### config.mk
export PLATFORM = sky130hd
export DESIGN_NAME = alu_share_ctrl
export DESIGN_NICKNAME = d
export VERILOG_FILES = /design/src/rtl/alu_share_ctrl.sv
export SDC_FILE = /design/constraint.sdc
export NUM_CORES = 1
export LEC_CHECK = 0
export ABC_CLOCK_PERIOD_IN_PS = 2750
export CAP_MARGIN = 10
export CORE_ASPECT_RATIO = 0.75
export CORE_MARGIN = 2
export CORE_UTILIZATION = 42
export DETAILED_ROUTE_END_ITERATION = 16
export GPL_TIMING_DRIVEN = 0
export PLACE_DENSITY = 0.88
export SLEW_MARGIN = 20
export SYNTH_ARGS = -nofsm -noshare
export SYNTH_HDL_FRONTEND = slang
export SYNTH_SLANG_ARGS = --single-unit
### constraint.sdc
create_clock -name clk -period 2.75 [get_ports clk]
set_input_delay 0.4125 -clock clk [delete_from_list [all_inputs] [get_ports clk]]
set_output_delay 0.4125 -clock clk [all_outputs]
set_load 0.02 [all_outputs]
### src/rtl/alu_share_ctrl.sv
// alu_share_ctrl: lets two requesters share a single combinational ALU.
// Round-robin arbitration picks a requester, the operands are registered
// toward the ALU, the result and compare flags are captured one cycle later,
// and a response is held until the consumer takes it.
module alu_share_ctrl #(
  parameter int WIDTH = 32,
  parameter int OPW   = 3,
  parameter int CNTW  = 16
) (
  input  logic             clk,
  input  logic             reset,
  input  logic             req0_valid,
  output logic             req0_ready,
  input  logic [OPW-1:0]   req0_op,
  input  logic [WIDTH-1:0] req0_a,
  input  logic [WIDTH-1:0] req0_b,
  input  logic             req1_valid,
  output logic             req1_ready,
  input  logic [OPW-1:0]   req1_op,
  input  logic [WIDTH-1:0] req1_a,
  input  logic [WIDTH-1:0] req1_b,
  output logic [WIDTH-1:0] alu_data1,
  output logic [WIDTH-1:0] alu_data2,
  output logic [OPW-1:0]   alu_op,
  input  logic [WIDTH-1:0] alu_result,
  input  logic [1:0]       alu_compare,
  output logic             resp_valid,
  input  logic             resp_ready,
  output logic             resp_id,
  output logic [WIDTH-1:0] resp_result,
  output logic [1:0]       resp_compare,
  output logic             busy,
  output logic [CNTW-1:0]  op_count
);

  typedef enum logic [1:0] {
    S_IDLE = 2'd0,
    S_EXEC = 2'd1,
    S_RESP = 2'd2
  } state_t;

  state_t           r_state;
  logic             r_last_grant;
  logic [WIDTH-1:0] r_alu_data1;
  logic [WIDTH-1:0] r_alu_data2;
  logic [OPW-1:0]   r_alu_op;
  logic             r_resp_valid;
  logic             r_resp_id;
  logic [WIDTH-1:0] r_resp_result;
  logic [1:0]       r_resp_compare;
  logic             r_busy;
  logic [CNTW-1:0]  r_op_count;

  logic w_idle;
  logic w_grant0;
  logic w_grant1;
  logic w_hs0;
  logic w_hs1;

  // A lone valid requester always wins; on a tie the one not served last wins.
  assign w_idle   = (r_state == S_IDLE);
  assign w_grant0 = req0_valid & (~req1_valid | r_last_grant);
  assign w_grant1 = req1_valid & (~req0_valid | ~r_last_grant);
  assign w_hs0    = w_idle & w_grant0;
  assign w_hs1    = w_idle & w_grant1;

  assign req0_ready   = w_hs0;
  assign req1_ready   = w_hs1;
  assign alu_data1    = r_alu_data1;
  assign alu_data2    = r_alu_data2;
  assign alu_op       = r_alu_op;
  assign resp_valid   = r_resp_valid;
  assign resp_id      = r_resp_id;
  assign resp_result  = r_resp_result;
  assign resp_compare = r_resp_compare;
  assign busy         = r_busy;
  assign op_count     = r_op_count;

  // Control FSM: accept a request, let the ALU settle one cycle, hold the response until taken.
  always_ff @(posedge clk or negedge reset) begin
    if (!reset) begin
      r_state        <= S_IDLE;
      r_last_grant   <= 1'b1;
      r_alu_data1    <= '0;
      r_alu_data2    <= '0;
      r_alu_op       <= '0;
      r_resp_valid   <= 1'b0;
      r_resp_id      <= 1'b0;
      r_resp_result  <= '0;
      r_resp_compare <= '0;
      r_busy         <= 1'b0;
      r_op_count     <= '0;
    end else begin
      case (r_state)
        S_IDLE: begin
          if (w_hs0 || w_hs1) begin
            // Operands stay in these registers after completion so the ALU inputs never glitch.
            r_alu_data1  <= w_hs1 ? req1_a  : req0_a;
            r_alu_data2  <= w_hs1 ? req1_b  : req0_b;
            r_alu_op     <= w_hs1 ? req1_op : req0_op;
            r_resp_id    <= w_hs1;
            r_last_grant <= w_hs1;
            r_busy       <= 1'b1;
            r_state      <= S_EXEC;
          end
        end
        S_EXEC: begin
          r_resp_result  <= alu_result;
          r_resp_compare <= alu_compare;
          r_resp_valid   <= 1'b1;
          r_state        <= S_RESP;
        end
        S_RESP: begin
          if (resp_ready) begin
            r_resp_valid <= 1'b0;
            r_busy       <= 1'b0;
            r_op_count   <= r_op_count + {{(CNTW-1){1'b0}}, 1'b1};
            r_state      <= S_IDLE;
          end
        end
        default: begin
          r_resp_valid <= 1'b0;
          r_busy       <= 1'b0;
          r_state      <= S_IDLE;
        end
      endcase
    end
  end

endmodule

==> reports/results.ini, run 1 <==
[status]
status = completed

[synth]
synthTopCellsByArea = dfrtp_1 (58%), nand2_1 (10%), a31oi_1 (8.1%), mux2_2 (7.5%), nor2_1 (5.1%)
ys.flop_type = dfrtp_1
ys_seq_elements = 123
synth_top_area_cell = dfrtp_1
ys_types = 32
syn_nets = 691
yosysSeqAreaShare = 0.5895
postSynthCellCount = 517
synth.most_common_cell = nand2_1
netlist_area_um2 = 5224
async_flop_share = 1.000
ys_top_cells_by_count = nand2_1 (144), dfrtp_1 (122), nor2_1 (71)
synth_area_per_cell_um2 = 10.10
synth_edf_count = 0
yosysTopAreaCellShare = 0.5844
ys_warn_count = 0

[placed_design]
place_ws_ps = -173.0
port_buffers = 294
gp_congestion = 0.9184
hpwl_um = 12830
place_area_um2 = 8403

[power]
power.leakage_nw = 3.818
vdd_drop_max_mv = 0.7725
p_sw_frac = 0.3882
p_int_mw = 6.490
power_frac_comb = 0.489
power_density_nw_per_um2 = 1178
switching_power_mw = 4.118
clkPwrFrac = 0.211
seqPwrFrac = 0.300

[die]
fp.dieH_um = 100.6
die_w_um = 132.8
core_um2 = 12220
dieArea_um2 = 13350
io_pins = 295
core.rowCount = 35
initial_core_util = 0.4275

[drt]
drc_errors = 0
drtIter0Drc = 277
first_pass_iters = 7
routedWlPerCell_um = 16.91
drtAntennaViolNets = 0
viasPerCell = 5.098
wl_um = 17100
vias = 5154

[sta]
fin_crit_ps = 2541
drv_slew = 0
fin_tns_setup_ps = 0
max_freq_mhz = 393.5
setup_viol = 0
skew_ps = 11.99
worst_slack_ps = 208.9
hold_viol = 0
timing.hold.ws_ps = 475.1
period_share = 0.9240
grt_setup_unrepaired = false
tightest_slew_ps = 553.1
slew_headroom = 0.6313

[critical_path]
critPathRequiredTime_ps = 2340
cp_slowest_stage_delay_ps = 500
reg2regPathDepth = 6
worst_path_max_delay_cell = clkdlybuf4s50_1
end_kind = output port
worstSetupPathType = primary input to output port
worst-r2r-setup-slack_ps = 900
cp_cell_sequence = clkdlybuf4s50_1 > nor3b_2 > nand2_2 > inv_2 > buf_2 > dlygate4sd2_1
start_kind = primary input
cp_max_fo = 10
cp_data_arrival_time_ps = 2130

[cells_and_area]
diodes = 0
final_layout_size_suffix_gt1_frac = 0.1231
area_growth_pct = 72.38
stdcell_area_um2 = 9005
fin_nets = 1006
post-route-util = 0.7370

[clock_tree]
cts.sinks = 123
worstSkewPairLatency_ps = 410
cts_tree = yes
h-tree-depth = 4
cts-root-buf = clkbuf_16
path_clk_slew_ps = 60
clk_path_buf_depth = 2
cts_buffers = 17
post_cts_buffers = 0

[worst_hold_path]
min_path_type = register to register
whs_path_depth = 1

[grt]
grt.overflow.total = 0
antenna_found_initial = 0
grtUsageTotal = 0.2622
grt_max_degree = 68
grt_pass1_vias = 5388
grt_pass1_wl_um = 27300

[flow_run]
drv_cap = 0

## what timing repair did
item,in CTS,in global routing
gates resized for setup,2,0
endpoints found under the hold margin,43,0
endpoints found under the setup margin,1,0
hold buffers,1,0
## cell type report
class | count | area (um^2)
clock inverter | 15 | 165.2
multi-input combinational | 358 | 1962
sequential | 123 | 3079
buffer | 33 | 173.9
tap | 166 | 207.7
fill | 816 | 3213
clock buffer | 17 | 425.4
timing repair buffer | 296 | 2980
inverter | 3 | 11.26
## per-layer routing
| metal | GRT usage | up-vias | wire length (um) | share of wire |
|---|---|---|---|---|
| li1 | - | 2374 | - | - |
| met1 | 0.3095 | 2506 | 6811 | 0.40 |
| met2 | 0.4607 | 231 | 8598 | 0.50 |
| met3 | 0.06536 | 43 | 1146 | 0.067 |
| met4 | 0.1133 | 0 | 539 | 0.032 |
| met5 | 0 | - | 0 | 0 |
## logic make-up after synthesis
logic type	synth area share
simple gates	0.1835
flops	0.5895
compound gates	0.08862
buf+inv	0.03545
mux	0.07545
xor+xnor	0.02515
fa+ha+maj	0.002395
## power groups by stage
stage / clock network, mW / registers, mW / logic [mW]
floorplan: 0 / 4.12 / 1.72
global placement: 0 / 3.14 / 5.07
detailed placement: 0 / 3.19 / 5.19
CTS: 2.27 / 3.19 / 5.23
global route: 2.36 / 3.29 / 5.55
finish: 2.24 / 3.18 / 5.19
## critical path, delay by kind of cell
kind | cells | cell delay, ps
simple gates | 2 | 440
buf+inv | 4 | 1280
## state kept, by name, indices dropped and copies added (netlist names)
name          count
alu_data1        32
alu_data2        32
alu_op            3
busy              1
op_count         16
r_last_grant      1
r_state           2
resp_compare      2
resp_id           1
resp_result      32
resp_valid        1
## stage by stage
step,power [mW],instances
2_1_floorplan,5.841,517
3_3_place_gp,8.215,977
3_5_place_dp,8.384,978
4_1_cts,10.68,1011
5_1_grt,11.19,1011
6_report,10.61,1011
## final timing paths
check,endpoint,startpoint
max in group asynchronous,r_last_grant,reset
hold / removal,op_count[15],op_count[15]
hold reg to reg,op_count[15],op_count[15]
setup / recovery,req1_ready,req1_valid
min in group asynchronous,alu_data1[29],reset
setup reg to reg,alu_data2[11],r_state[1]
## placed cells by master, fill, tap and decap left out, types with 2 or more instances in the layout
master / count
clkdlybuf4s50_1: 292
nand2_1: 143
dfrtp_1: 122
nor2_1: 71
a31oi_1: 68
mux2_2: 35
buf_2: 22
clkbuf_16: 17
xnor2_1: 11
clkbuf_1: 6
buf_4: 4
nand3_1: 4
xor2_1: 4
clkinvlp_4: 4
clkinv_4: 4
inv_6: 4
inv_1: 2
o21a_1: 2
buf_6: 2
and3_1: 2
nand4_1: 2
o21ai_0: 2
bufinv_16: 2
No activity file was read; power rests on OpenSTA's default activity.
==> inputs of run 2 (changes only) <==
Settings changed: CORE_MARGIN 2 to default.
==> reports/results.ini, run 2 (synthesis results as in run 1) <==
[power]
power_mw = 10.79
vdd_drop_max_mv = 0.7041
power_density_nw_per_um2 = 1195
power.leakage_nw = 3.842

[sta]
tightest_slew_ps = 598.4
max_freq_mhz = 391.9
grt_setup_unrepaired = false
fin_crit_ps = 2552
worst_slack_ps = 198.1
skew_ps = 9.536
hold_viol = 0
setup_viol = 0
period_share = 0.9280
drv_slew = 0
slew_headroom = 0.6011

[clock_tree]
path_clk_slew_ps = 60
post_cts_buffers = 0
cts_tree = yes
h-tree-depth = 4
cts.sinks = 123
clk_path_buf_depth = 2
cts-root-buf = clkbuf_16
cts_buffers = 17
worstSkewPairLatency_ps = 410

[die]
initial_core_util = 0.4401
io_pins = 295
fp.dieH_um = 98.58
core_um2 = 11870
core.rowCount = 34
dieArea_um2 = 12890
die_w_um = 130.8

[grt]
grt_max_degree = 74
grt_pass1_wl_um = 27630
grt_pass1_vias = 5500
grt.overflow.total = 0
antenna_found_initial = 0
grtUsageTotal = 0.2860

[placed_design]
hpwl_um = 13380
port_buffers = 294
place_area_um2 = 8398
place_ws_ps = -86.53
placed_cells = 974
gp_congestion = 0.8395

[cells_and_area]
layout_common_cells = clkdlybuf4s50_1 (292), nand2_1 (144), dfrtp_1 (122), nor2_1 (71), a31oi_1 (68)
stdcell_area_um2 = 9030
fin_nets = 1006
regArea_um2 = 3079
multi_input_area_um2 = 1959
final_layout_size_suffix_gt1_frac = 0.1207
final_common_cell = clkdlybuf4s50_1
fillers = 770
diodes = 0
post-route-util = 0.7608
finalNonFillerCells = 1007
area_growth_pct = 72.86

[drt]
routedWlPerCell_um = 17.88
drtAntennaViolNets = 0
drtIter0Drc = 245
viasPerCell = 5.154
first_pass_iters = 5
wl_um = 18010
vias = 5190
drc_errors = 0

[worst_hold_path]
min_path_type = register to register

[critical_path]
reg2reg_to = alu_data1[24]
reg2regPathDepth = 6
worst-r2r-setup-slack_ps = 830
endpoint = req1_ready
worstSetupStartpoint = req1_valid
cp_data_arrival_time_ps = 2140
end_kind = output port
cp_max_fo = 10
critPathRequiredTime_ps = 2340
start_kind = primary input
worstSetupPathType = primary input to output port
r2r-start = r_state[1]

[status]
status = completed

[flow_run]
drv_cap = 0

run 2: cell types whose count changed in the layout (fill, tap and decap cells not counted), sizes merged:
cell      change
bufinv        +2
clkbuf        +1
clkinv        +1
clkinvlp      -2
inv           -2
run 2: repair_timing:
item                                   CTS  global route
endpoints found under the hold margin   49             0
setup endpoints to repair                1             0
gates resized for setup                  1             0
hold buffers                             1             0
run 2: power by group:
group          leakage (nW)  switching [mW]  internal (mW)
combinational          2.11            2.75           2.48
clock                 0.301           0.836           1.52
sequential             1.43           0.538           2.66
total                  3.84            4.13           6.67
run 2: stage by stage:
stage	hold slack (ps)	TNS, ps
after floorplan	116.9	0
after global placement	462.7	-417930
after detailed placement	394.5	-86.53
after CTS	488.0	0
after global routing	498.2	0
final	479.3	0
run 2: worst max-delay path: stages:
cell	delay, ps
clkdlybuf4s50_1	500
nor3b_2	200
nand2_1	220
inv_2	180
buf_2	250
dlygate4sd2_1	360
run 2: area by class of cell:
| type | count | share of cell area |
|---|---|---|
| Sequential cell | 123 | 0.3410 |
| Timing Repair Buffer | 296 | 0.3301 |
| Multi-Input combinational cell | 358 | 0.2170 |
| Clock buffer | 18 | 0.04753 |
| Tap cell | 162 | 0.02245 |
| Clock inverter | 14 | 0.02148 |
| Buffer | 33 | 0.01926 |
| Inverter | 3 | 0.001247 |
run 2: how the worst min path moves through the flow:
stage / start / end / slack [ps] / cells after the start
detailed placement: reset / op_count[15] / 390 / 1
finish: op_count[15] / op_count[15] / 480 / 1
global route: busy / busy / 500 / 1
global placement: op_count[15] / op_count[15] / 460 / 1
floorplan: reset / alu_data1[0] / 120 / 0
CTS: busy / busy / 490 / 1
run 2: per-layer routing:
metal  track usage  up-vias  share of wire  wire (um)
li1              -     2379              -          -
met1        0.3002     2515           0.37       6706
met2        0.5096      262           0.51       9259
met3        0.1026       34          0.090       1619
met4        0.1282        0          0.023        419
met5             0        -              0          0
